===== src/rtl/uart_pkg.sv =====
// uart_pkg: state encodings and bit-timing constants for the UART byte controller.
// Shared by uart_byte_ctrl and uart_rx_core (optional macro UART_RX_HOLD_EN).
package uart_pkg;

    localparam int DEFAULT_CLKS_PER_BIT = 434;
    localparam int DATA_BITS            = 8;
    localparam int CNT_W                = 16;
    localparam int BIT_IDX_W            = 3;

    localparam logic [BIT_IDX_W-1:0] LAST_BIT = BIT_IDX_W'(DATA_BITS - 1);

    typedef enum logic [1:0] {
        TX_IDLE,
        TX_START,
        TX_DATA,
        TX_STOP
    } tx_state_t;

    typedef enum logic [1:0] {
        RX_IDLE,
        RX_START,
        RX_DATA,
        RX_STOP
    } rx_state_t;

    // Terminal count of the bit timer (last cycle of a bit period).
    function automatic logic [CNT_W-1:0] bit_last(input int clks);
        return CNT_W'(clks - 1);
    endfunction

    // Timer value at which the middle of a bit is sampled.
    function automatic logic [CNT_W-1:0] bit_half(input int clks);
        return CNT_W'(clks / 2);
    endfunction

endpackage


===== src/rtl/uart_rx_core.sv =====
// uart_rx_core: synchronizes the serial input and deframes 8N1 bytes.
// Emits a one-cycle done pulse with the byte, or a framing-error pulse.
module uart_rx_core
    import uart_pkg::*;
#(
    parameter int CLKS_PER_BIT = DEFAULT_CLKS_PER_BIT
) (
    input  logic                 clk,
    input  logic                 reset_n,
    input  logic                 rxd,
    output logic                 byte_done,
    output logic [DATA_BITS-1:0] byte_data,
    output logic                 frame_err
);

    localparam logic [CNT_W-1:0] LAST = bit_last(CLKS_PER_BIT);
    localparam logic [CNT_W-1:0] HALF = bit_half(CLKS_PER_BIT);

    logic                 rxd_meta;
    logic                 rxd_sync;
    logic                 rxd_prev;
    logic                 fall;

    rx_state_t            state_q;
    rx_state_t            state_d;
    logic [CNT_W-1:0]     cnt_q;
    logic [CNT_W-1:0]     cnt_d;
    logic [BIT_IDX_W-1:0] bit_q;
    logic [BIT_IDX_W-1:0] bit_d;
    logic [DATA_BITS-1:0] shift_q;
    logic [DATA_BITS-1:0] shift_d;
    logic                 done_q;
    logic                 done_d;
    logic                 err_q;
    logic                 err_d;

    // Two-flop synchronizer, plus a delayed copy for falling-edge detect.
    always_ff @(posedge clk or negedge reset_n) begin
        if (!reset_n) begin
            rxd_meta <= 1'b1;
            rxd_sync <= 1'b1;
            rxd_prev <= 1'b1;
        end else begin
            rxd_meta <= rxd;
            rxd_sync <= rxd_meta;
            rxd_prev <= rxd_sync;
        end
    end

    assign fall = rxd_prev & ~rxd_sync;

    // Receiver state, bit timer, shift register and result pulses.
    always_ff @(posedge clk or negedge reset_n) begin
        if (!reset_n) begin
            state_q <= RX_IDLE;
            cnt_q   <= '0;
            bit_q   <= '0;
            shift_q <= '0;
            done_q  <= 1'b0;
            err_q   <= 1'b0;
        end else begin
            state_q <= state_d;
            cnt_q   <= cnt_d;
            bit_q   <= bit_d;
            shift_q <= shift_d;
            done_q  <= done_d;
            err_q   <= err_d;
        end
    end

    // Next-state logic: the timer starts at 1 on the detected edge so
    // that every sample lands HALF cycles into its bit.
    always_comb begin
        state_d = state_q;
        cnt_d   = cnt_q + 1'b1;
        bit_d   = bit_q;
        shift_d = shift_q;
        done_d  = 1'b0;
        err_d   = 1'b0;
        unique case (state_q)
            RX_IDLE: begin
                cnt_d = CNT_W'(1);
                if (fall) begin
                    state_d = RX_START;
                end
            end
            RX_START: begin
                if (cnt_q == HALF) begin
                    cnt_d   = '0;
                    bit_d   = '0;
                    state_d = rxd_sync ? RX_IDLE : RX_DATA;
                end
            end
            RX_DATA: begin
                if (cnt_q == LAST) begin
                    cnt_d   = '0;
                    shift_d = {rxd_sync, shift_q[DATA_BITS-1:1]};
                    if (bit_q == LAST_BIT) begin
                        state_d = RX_STOP;
                    end else begin
                        bit_d = bit_q + 1'b1;
                    end
                end
            end
            RX_STOP: begin
                if (cnt_q == LAST) begin
                    cnt_d   = '0;
                    state_d = RX_IDLE;
                    done_d  = rxd_sync;
                    err_d   = ~rxd_sync;
                end
            end
            default: begin
                state_d = RX_IDLE;
            end
        endcase
    end

    assign byte_done = done_q;
    assign byte_data = shift_q;
    assign frame_err = err_q;

endmodule


===== src/rtl/uart_byte_ctrl.sv =====
// uart_byte_ctrl: 8N1 UART transmitter plus receive arming and delivery.
// Define UART_RX_HOLD_EN to keep one byte that arrives while unarmed.
module uart_byte_ctrl
    import uart_pkg::*;
#(
    parameter int CLKS_PER_BIT = DEFAULT_CLKS_PER_BIT
) (
    input  logic                 clk,
    input  logic                 reset_n,
    input  logic [DATA_BITS-1:0] UART_BYTE_OUT,
    input  logic                 UART_START_SEND,
    input  logic                 UART_START_RECEIVE,
    output logic [1:0]           UART_RESPONSE,
    output logic [DATA_BITS-1:0] UART_BYTE_IN,
    output logic                 UART_TXD,
    input  logic                 UART_RXD,
    output logic                 rx_frame_err
);

    localparam logic [CNT_W-1:0] LAST = bit_last(CLKS_PER_BIT);

    tx_state_t            tx_state_q;
    tx_state_t            tx_state_d;
    logic [CNT_W-1:0]     tx_cnt_q;
    logic [CNT_W-1:0]     tx_cnt_d;
    logic [BIT_IDX_W-1:0] tx_bit_q;
    logic [BIT_IDX_W-1:0] tx_bit_d;
    logic [DATA_BITS-1:0] tx_shift_q;
    logic [DATA_BITS-1:0] tx_shift_d;
    logic                 txd_q;
    logic                 txd_d;
    logic                 tx_done_q;
    logic                 tx_done_d;
    logic                 send_q;
    logic                 send_rise;

    logic                 rx_done;
    logic [DATA_BITS-1:0] rx_data;
    logic                 armed_q;
    logic                 armed;
    logic                 deliver;
    logic [DATA_BITS-1:0] deliver_data;
    logic                 rx_resp_q;
    logic [DATA_BITS-1:0] byte_in_q;

    assign send_rise = UART_START_SEND & ~send_q;

    // Remember the previous send request level for edge detection.
    always_ff @(posedge clk or negedge reset_n) begin
        if (!reset_n) begin
            send_q <= 1'b0;
        end else begin
            send_q <= UART_START_SEND;
        end
    end

    // Transmitter state, timer, shifter and the registered line.
    always_ff @(posedge clk or negedge reset_n) begin
        if (!reset_n) begin
            tx_state_q <= TX_IDLE;
            tx_cnt_q   <= '0;
            tx_bit_q   <= '0;
            tx_shift_q <= '0;
            txd_q      <= 1'b1;
            tx_done_q  <= 1'b0;
        end else begin
            tx_state_q <= tx_state_d;
            tx_cnt_q   <= tx_cnt_d;
            tx_bit_q   <= tx_bit_d;
            tx_shift_q <= tx_shift_d;
            txd_q      <= tx_done_d ? 1'b1 : txd_d;
            tx_done_q  <= tx_done_d;
        end
    end

    // Next-state logic: the line value is computed one cycle ahead so
    // the output flop changes exactly on each bit boundary.
    always_comb begin
        tx_state_d = tx_state_q;
        tx_cnt_d   = tx_cnt_q + 1'b1;
        tx_bit_d   = tx_bit_q;
        tx_shift_d = tx_shift_q;
        txd_d      = txd_q;
        tx_done_d  = 1'b0;
        unique case (tx_state_q)
            TX_IDLE: begin
                tx_cnt_d = '0;
                txd_d    = 1'b1;
                if (send_rise) begin
                    tx_state_d = TX_START;
                    tx_shift_d = UART_BYTE_OUT;
                    txd_d      = 1'b0;
                end
            end
            TX_START: begin
                if (tx_cnt_q == LAST) begin
                    tx_cnt_d   = '0;
                    tx_bit_d   = '0;
                    tx_state_d = TX_DATA;
                    txd_d      = tx_shift_q[0];
                end
            end
            TX_DATA: begin
                if (tx_cnt_q == LAST) begin
                    tx_cnt_d = '0;
                    if (tx_bit_q == LAST_BIT) begin
                        tx_state_d = TX_STOP;
                        txd_d      = 1'b1;
                    end else begin
                        tx_bit_d   = tx_bit_q + 1'b1;
                        tx_shift_d = {1'b0, tx_shift_q[DATA_BITS-1:1]};
                        txd_d      = tx_shift_q[1];
                    end
                end
            end
            TX_STOP: begin
                if (tx_cnt_q == LAST) begin
                    tx_cnt_d   = '0;
                    tx_state_d = TX_IDLE;
                    tx_done_d  = 1'b1;
                end
            end
            default: begin
                tx_state_d = TX_IDLE;
                txd_d      = 1'b1;
            end
        endcase
    end

    uart_rx_core #(
        .CLKS_PER_BIT(CLKS_PER_BIT)
    ) u_rx (
        .clk      (clk),
        .reset_n  (reset_n),
        .rxd      (UART_RXD),
        .byte_done(rx_done),
        .byte_data(rx_data),
        .frame_err(rx_frame_err)
    );

    assign armed = UART_START_RECEIVE | armed_q;

`ifdef UART_RX_HOLD_EN
    logic                 hold_valid_q;
    logic [DATA_BITS-1:0] hold_q;

    // A held byte has priority; a newer byte is dropped while it waits.
    always_comb begin
        deliver      = armed & (hold_valid_q | rx_done);
        deliver_data = hold_valid_q ? hold_q : rx_data;
    end

    // One-entry hold register, filled only while nobody is armed.
    always_ff @(posedge clk or negedge reset_n) begin
        if (!reset_n) begin
            hold_valid_q <= 1'b0;
            hold_q       <= '0;
        end else if (deliver) begin
            hold_valid_q <= 1'b0;
        end else if (rx_done && !hold_valid_q) begin
            hold_valid_q <= 1'b1;
            hold_q       <= rx_data;
        end
    end
`else
    // Without a hold register an unarmed byte is simply lost.
    always_comb begin
        deliver      = armed & rx_done;
        deliver_data = rx_data;
    end
`endif

    // Arming flag, delivered byte and the receive response pulse.
    always_ff @(posedge clk or negedge reset_n) begin
        if (!reset_n) begin
            armed_q   <= 1'b0;
            rx_resp_q <= 1'b0;
            byte_in_q <= '0;
        end else begin
            rx_resp_q <= deliver;
            if (deliver) begin
                byte_in_q <= deliver_data;
                armed_q   <= 1'b0;
            end else if (UART_START_RECEIVE) begin
                armed_q <= 1'b1;
            end
        end
    end

    assign UART_RESPONSE = {rx_resp_q, tx_done_q};
    assign UART_BYTE_IN  = byte_in_q;
    assign UART_TXD      = txd_q;

endmodule


===== config.mk =====
export PLATFORM = sky130hd
export DESIGN_NAME = uart_byte_ctrl
export DESIGN_NICKNAME = d
export VERILOG_FILES = /design/src/rtl/uart_pkg.sv /design/src/rtl/uart_rx_core.sv /design/src/rtl/uart_byte_ctrl.sv
export SDC_FILE = /design/constraint.sdc
export NUM_CORES = 1
export LEC_CHECK = 0
export ABC_AREA = 1
export CORE_ASPECT_RATIO = 0.5
export CORE_MARGIN = 2
export CORE_UTILIZATION = 40
export DETAILED_ROUTE_END_ITERATION = 8
export PLACE_DENSITY_LB_ADDON = 0.12
export SETUP_SLACK_MARGIN = 0.2
export SLEW_MARGIN = 20
export SYNTH_ARGS = -nofsm -noshare
export SYNTH_HDL_FRONTEND = slang
export SYNTH_HIERARCHICAL = 1
export SYNTH_SLANG_ARGS = --single-unit

===== constraint.sdc =====
create_clock -name clk -period 2.7 [get_ports clk]
set_input_delay 0.54 -clock clk [delete_from_list [all_inputs] [get_ports clk]]
set_output_delay 0.54 -clock clk [all_outputs]
set_load 0.01 [all_outputs]

==> metrics.md, run 1 <==
| Metric | Value |
|---|---|
| Site Rows | 25 |
| Fraction of registers with async set/reset | 100.0% |
| Critical path fanouts, max | 2 |
| GRT Util Overall | 15.88% |
| Leading cell type by number of instances after synthesis | nand2_1 |
| Num Clock Sinks | 76 |
| Worst-skew pair later-pin latency | 330 ps |
| Max_cap viols | 0 |
| Fill cell instance count of the final layout | 952 |
| Synth cell types | 41 |
| Share of post-route cells with drive strength above 1 | 14.59% |
| Cell count after placement | 633 |
| Largest net degree at the start of global routing | 45 |
| Initial core utilization | 41.69% |
| Post-CTS Repair Setup Buffers | 0 |
| Most numerous cell types in the synthesized netlist | 138 x nand2_1, 72 x dfrtp_1, 55 x nor2_1 |
| Delay-heaviest family, CP | flip-flops |
| Syn Inst Count | 478 |
| Netlist area before placement | 3990 um2 |
| DRT iter0 DRCs | 148 |
| Critical path cell sequence | clkdlybuf4s50_1 |
| Count of input and output buffers | 24 |
| Final-layout setup total negative slack | 0 ps |
| Leak pwr | 2.311 nW |
| Slew HR | 60.69% |
| Setup repair after global routing missed its margin | no |
| Leading register cell type out of synthesis | dfrtp_1 |
| Post-Synth XOR/XNOR Area | 1.317% |
| CTS Buf Count | 9 |
| Routed length per placed instance | 11.94 um |
| FF+latch count, synth | 76 |
| Dominant combinational cell family by area after synthesis | simple AND/OR/NAND/NOR gates |
| Wire length of the first global-routing pass | 13.61 mm |
| Number of enable flip-flop cells after synthesis | 0 |
| Kind of end point of the critical path | output pin |
| CTS tree | done |
| Crit path largest cell delay | 520 ps |
| NumNets Final | 535 |
| Startpoint types | flop |
| Area share of the largest cell type after synthesis | 45.16% |
| Number of antenna violations at the first check in global routing | 0 |
| Post-synthesis share of cell area spent on full adders, half adders and majority gates | 4.077% |
| Area Growth Syn to Fin | 16.53% |
| Worst hold path class | primary input to async pin |
| CTS Hold Bufs | 0 |
| Cell Pwr Density | 830.6 nW/um2 |
| # diodes | 0 |
| Cell chosen for the clock root | clkbuf_16 |
| Final Skew | 3.121 ps |
| Final hold viol count | 0 |
| Fraction of the mapped netlist area in simple logic gates | 30.35% |
| Run status | completed |
| Cts repair resizes | 0 |
| Worst ir drop on vdd | 0.3440 mV |
| Chip Height | 74.63 um |
| Die extent in x | 145.2 um |
| Share of cell area taken by muxes after synthesis | 1.505% |
| Number of iterations in the first detailed-routing pass | 4 |
| R2R setup slack | 810 ps |
| Weighted congestion reported at the end of routability-driven placement | 0.8352 |
| Post-synthesis compound-gate area fraction | 8.780% |
| IO Pins | 25 |
| Achievable clock frequency | 520.8 MHz |
| Number of global-route vias before repair | 2922 |
| Total vias in the final route | 3028 |
| Final Critical Period | 1920 ps |
| Clock edge transition at the registers on the reported setup and hold paths | 60 ps |
| Syn avg cell area | 8.347 um2 |
| Final routed wirelength across all metal layers | 7.752 mm |
| Final setup violation count | 0 |
| # DRC | 0 |
| HPWL after detailed placement | 5.563 mm |
| Category of the critical setup timing path | flop to output pin |
| Number of buffer and inverter instances along the worst setup path | 1 |
| Filler-free cell count of the finished design | 649 |
| Number of nets produced by synthesis | 504 |
| Required time at the endpoint of the critical path | 2160 ps |
| Largest cells by area after synthesis | dfrtp_1 45%, nand2_1 13%, nor2_1 5.2% |
| Arrival @ worst endpoint | 1380 ps |
| Clock Path Buffers | 2 |
| Max stage delay cell, worst path | dfstp_2 |
| Tightest Pin Transition | 589.7 ps |
| Die footprint | 10840 um2 |
| Yosys top cell by area | dfrtp_1 |
| Antenna-violating nets left | 0 |
| Via density per instance | 4.666 |
| Area of the core | 9572 um2 |
| End-of-flow core utilization | 48.58% |
| Global route overflow | 0 |
| Count of warnings emitted by yosys | 6 |
| Proportion of synthesized chip area in sequential cells | 47.79% |
| Count of H-tree levels built during CTS | 3 |
| Final worst path period share | 71.12% |
| Final-report max-slew violation count | 0 |
==> registers in the layout, summed over array words and instances, names as in the netlist, 2 cells and up, named ones only <==
register / count
tx_state_q: 2
tx_bit_q: 3
tx_shift_q: 8
u_rx/bit_q: 3
tx_cnt_q: 16
u_rx/byte_data: 8
u_rx/cnt_q: 16
UART_BYTE_IN: 8
==> through the flow <==
stage,cell area (um2),hold WS [ps],worst slack (ps),total power [mW]
after detailed placement,4374,351.3,746.0,2.767
after global routing,4649,235.2,677.6,4.158
after floorplan,3990,244.4,1034,2.507
after CTS,4649,222.3,762.1,3.914
final,4649,197.3,779.7,3.862
after global placement,4374,346.6,806.4,2.749
==> where the power goes <==
part,switching (mW),internal [mW]
Combinational,0.813,0.465
Sequential,0.146,1.31
Clock,0.453,0.674
==> layout by cell type, fill, tap and decap left out, types with 4 or more instances in the layout <==
cell type	synthesis	layout
inv_1	41	41
nor2_2	9	9
inv_2	9	9
dfstp_2	4	4
ha_1	13	13
nor3_1	6	6
nand2_1	138	138
mux2i_1	6	6
xor2_1	4	4
nand2_2	11	11
nand3_1	22	22
nand4_1	6	6
dfrtp_1	72	72
o21ai_0	10	10
nand2_4	6	6
clkbuf_1	0	4
a21oi_1	20	20
clkbuf_16	0	9
nor2_1	55	55
o21ai_2	12	12
clkdlybuf4s50_1	0	23
==> logic make-up (layout without fill, tap and decap cells) <==
family,count (synthesis),in the layout
xor+xnor,6,6
simple gates,264,264
flops,76,76
fa+ha+maj,13,13
mux,6,6
compound gates,55,55
buf+inv,58,94
==> worst paths after layout <==
| check | start | endpoint | depth (start not counted) |
|---|---|---|---|
| worst max-delay path | UART_TXD$_DFFE_PN1P_ | UART_TXD | 1 |
| max in group asynchronous | reset_n | u_rx/rxd_sync$_DFF_PN1_ | 2 |
| min in group clk | u_rx/rxd_meta$_DFF_PN1_ | u_rx/rxd_sync$_DFF_PN1_ | 0 |
| worst min register to register | u_rx/rxd_meta$_DFF_PN1_ | u_rx/rxd_sync$_DFF_PN1_ | 0 |
| worst max register to register | tx_bit_q[0]$_DFFE_PN0P_ | tx_shift_q[7]$_DFFE_PN0P_ | 7 |
| worst min-delay path | reset_n | u_rx/cnt_q[5]$_DFF_PN0_ | 1 |
==> area by class of cell <==
type,instances,area [um2],area share (%)
Tap cell,135,168.9,3.633
Clock inverter,1,7.507,0.1615
Inverter,52,196.4,4.225
Sequential cell,76,1907,41.01
Timing Repair Buffer,26,265.3,5.705
Clock buffer,15,267.8,5.759
Multi-Input combinational cell,344,1837,39.50
==> metal layers <==
layer  share of wire [%]  track usage [%]
met1                  51            20.48
met2                  44            26.01
met3                 3.3            5.394
met4                 1.1            4.902
met5                   0                0
Note: power is estimated with default switching activity, not from simulation.
==> inputs of run 2 (changes only) <==
clock period = 1.92 ns   (was 2.7 ns; I/O delays follow)
==> metrics.md, run 2 (synthesis gave the netlist of run 1 again) <==
| Metric | Value |
|---|---|
| Run status | completed (unchanged) |
| Weighted congestion reported at the end of routability-driven placement | 0.8439 (was 0.8352) |
| Top flop regs | tx_cnt_q x16, u_rx/cnt_q x16 (unchanged) |
| Tightest Pin Transition | 393.9 ps (was 589.7 ps) |
| Total vias in the final route | 3069 (was 3028) |
| Clock edge transition at the registers on the reported setup and hold paths | 60 ps (about the same) |
| Number of antenna violations at the first check in global routing | 0 (unchanged) |
| Final routed wirelength across all metal layers | 7.776 mm (was 7.752 mm) |
| HPWL after detailed placement | 5.612 mm (was 5.563 mm) |
| NumNets Final | 546 (was 535) |
| Number of iterations in the first detailed-routing pass | 4 (unchanged) |
| Critical path cell sequence | inv_2 > ha_2 > inv_2 > or2_1 > o21ai_1 > nand3_2 > buf_12 > nand2_1 > o21ai_2 (was clkdlybuf4s50_1) |
| Final-report max-slew violation count | 0 (unchanged) |
| Cell depth of the worst hold path | 0 |
| Setup repair after global routing missed its margin | yes (was no) |
| Count of cells along the worst register-to-register path | 9 (was 7) |
| Chip Height | 74.63 um (unchanged) |
| Via density per instance | 4.650 (was 4.666) |
| Worst-skew pair later-pin latency | 340 ps (was 330 ps) |
| Antenna-violating nets left | 0 (unchanged) |
| Pre-CTS WS | 252.9 ps (was 746.0 ps) |
| Required time at the endpoint of the critical path | 2140 ps (was 2160 ps) |
| DRT iter0 DRCs | 154 (was 148) |
| Arrival @ worst endpoint | 1850 ps (was 1380 ps) |
| Fill cell instance count of the final layout | 920 (was 952) |
| Achievable clock frequency | 615.3 MHz |
| Final-layout setup total negative slack | 0 ps (unchanged) |
| Final worst path period share | 84.65% |
| Kind of end point of the critical path | flop (was output pin) |
| Leading cell type in the layout, fill and taps excluded | nand2_1 (unchanged) |
| Count of H-tree levels built during CTS | 3 (unchanged) |
| Number of global-route vias before repair | 2843 (was 2922) |
| Site Rows | 25 (unchanged) |
| Final setup violation count | 0 (unchanged) |
| Num Clock Sinks | 76 (unchanged) |
| Die footprint | 10840 um2 (unchanged) |
| Startpoint types | flop (unchanged) |
| Final Critical Period | 1625 ps |
| Leak pwr | 2.409 nW (was 2.311 nW) |
| Max_cap viols | 0 (unchanged) |
| Final hold viol count | 0 (unchanged) |
| Global route overflow | 0 (unchanged) |
| Final Skew | 6.122 ps (was 3.121 ps) |
| Cell Pwr Density | 1237 nW/um2 (was 830.6 nW/um2) |
| CP dominant cell by count | inv_2 |
| CTS Buf Count | 9 (unchanged) |
| Post-layout worst setup margin | 294.7 ps (was 779.7 ps) |
| Clock Path Buffers | 2 (unchanged) |
| Largest net degree at the start of global routing | 31 (was 45) |
| Initial core utilization | 41.69% (unchanged) |
| Cell chosen for the clock root | clkbuf_16 (unchanged) |
| Slew HR | 73.74% (was 60.69%) |
| Wire length of the first global-routing pass | 13.25 mm (was 13.61 mm) |
| IO Pins | 25 (unchanged) |
| Category of the critical setup timing path | flop to flop (was flop to output pin) |
| Die extent in x | 145.2 um (unchanged) |
| GRT Util Overall | 15.57% (was 15.88%) |
| Worst ir drop on vdd | 0.4651 mV (was 0.3440 mV) |
| Commonest cells after routing, fill and taps aside | 137 x nand2_1, 72 x dfrtp_1, 53 x nor2_1, 39 x inv_1, 22 x clkdlybuf4s50_1 (was 138 x nand2_1, 72 x dfrtp_1, 55 x nor2_1, 41 x inv_1, 23 x clkdlybuf4s50_1) |
| Area Growth Syn to Fin | 21.79% (was 16.53%) |
| Count of input and output buffers | 24 (unchanged) |
| Crit path largest cell delay | 420 ps (was 520 ps) |
| # DRC | 0 (unchanged) |
| Max stage delay cell, worst path | dfrtp_1 (was dfstp_2) |
| Share of post-route cells with drive strength above 1 | 18.86% (was 14.59%) |
| # diodes | 0 (unchanged) |
| Worst hold path class | flop to flop (was primary input to async pin) |
| Area of the core | 9572 um2 (unchanged) |
| CTS tree | done (unchanged) |
| Routed length per placed instance | 11.78 um (was 11.94 um) |
| Critical path fanouts, max | 16 (was 2) |
run 2: changes by cell type in the layout (fill, tap and decap cells not counted), sizes merged:
| cell | previous run | this run |
|---|---|---|
| buf | 3 | 13 |
| dlygate4sd2 | 0 | 1 |
| dlygate4sd3 | 0 | 1 |
| bufinv | 0 | 3 |
| clkdlybuf4s50 | 23 | 22 |
| clkbuf | 15 | 10 |
| clkinv | 2 | 4 |
run 2: routing by layer:
metal	vias to the layer above	track usage, %	wire length [um]
met2	28	25.33	3467
met3	4	5.455	245
li1	1607	-	-
met4	0	3.595	38
met1	1430	20.54	4025
met5	-	0	0
run 2: layout make-up:
cell class	instances	area, um2	area share, %
Clock buffer	10	239.0	4.918
Clock inverter	6	111.4	2.291
Inverter	52	196.4	4.042
Multi-Input combinational cell	344	1872	38.52
Sequential cell	76	1907	39.24
Tap cell	135	168.9	3.476
Timing Repair Buffer	37	365.4	7.518
run 2: path summary, 6_finish.rpt:
kind	from	to	slack, ps
setup / recovery	tx_state_q[0]$_DFFE_PN0P_	tx_shift_q[0]$_DFFE_PN0P_	290
hold reg to reg	u_rx/rxd_meta$_DFF_PN1_	u_rx/rxd_sync$_DFF_PN1_	360
hold / removal	u_rx/rxd_meta$_DFF_PN1_	u_rx/rxd_sync$_DFF_PN1_	360
min in group asynchronous	reset_n	u_rx/cnt_q[5]$_DFF_PN0_	520
max in group asynchronous	reset_n	UART_BYTE_IN[3]$_DFFE_PN0P_	790
setup reg to reg	tx_state_q[0]$_DFFE_PN0P_	tx_shift_q[0]$_DFFE_PN0P_	290
run 2: timing repair:
action | CTS | global route
resized for setup | 1 | 18
setup endpoints to repair | 1 | 42
setup buffers | 0 | 5
pin swaps | 0 | 4
hold endpoints to repair | 22 | 0
hold buffers | 1 | 0
run 2: power breakdown:
| group | total, mW | internal (mW) | switching (mW) |
|---|---|---|---|
| registers | 2.06 | 1.84 | 0.211 |
| clock network | 1.95 | 1.30 | 0.650 |
| logic | 2.00 | 0.811 | 1.19 |
run 2: through the flow:
stage               std cells  hold slack [ps]  total power [mW]  utilization (%)  area (um2)
finish                    660            355.6             6.011            50.77        4860
global route              660            360.4             6.445            50.77        4860
floorplan                 478            88.41             3.525                -        3990
global placement          638            337.7             3.892            46.09        4412
CTS                       655            357.1             5.910            49.84        4771
detailed placement        638            342.5             3.913            46.09        4412
run 2: critical path: cells and delay by family, from the launching register on:
family / cells / cell delay [ps]
adder cells (fa/ha/maj): 1 / 200
buffers and inverters: 3 / 320
AND/OR/NAND/NOR: 3 / 430
AO/OA/AOI/OAI: 2 / 150
flip-flops: 1 / 420
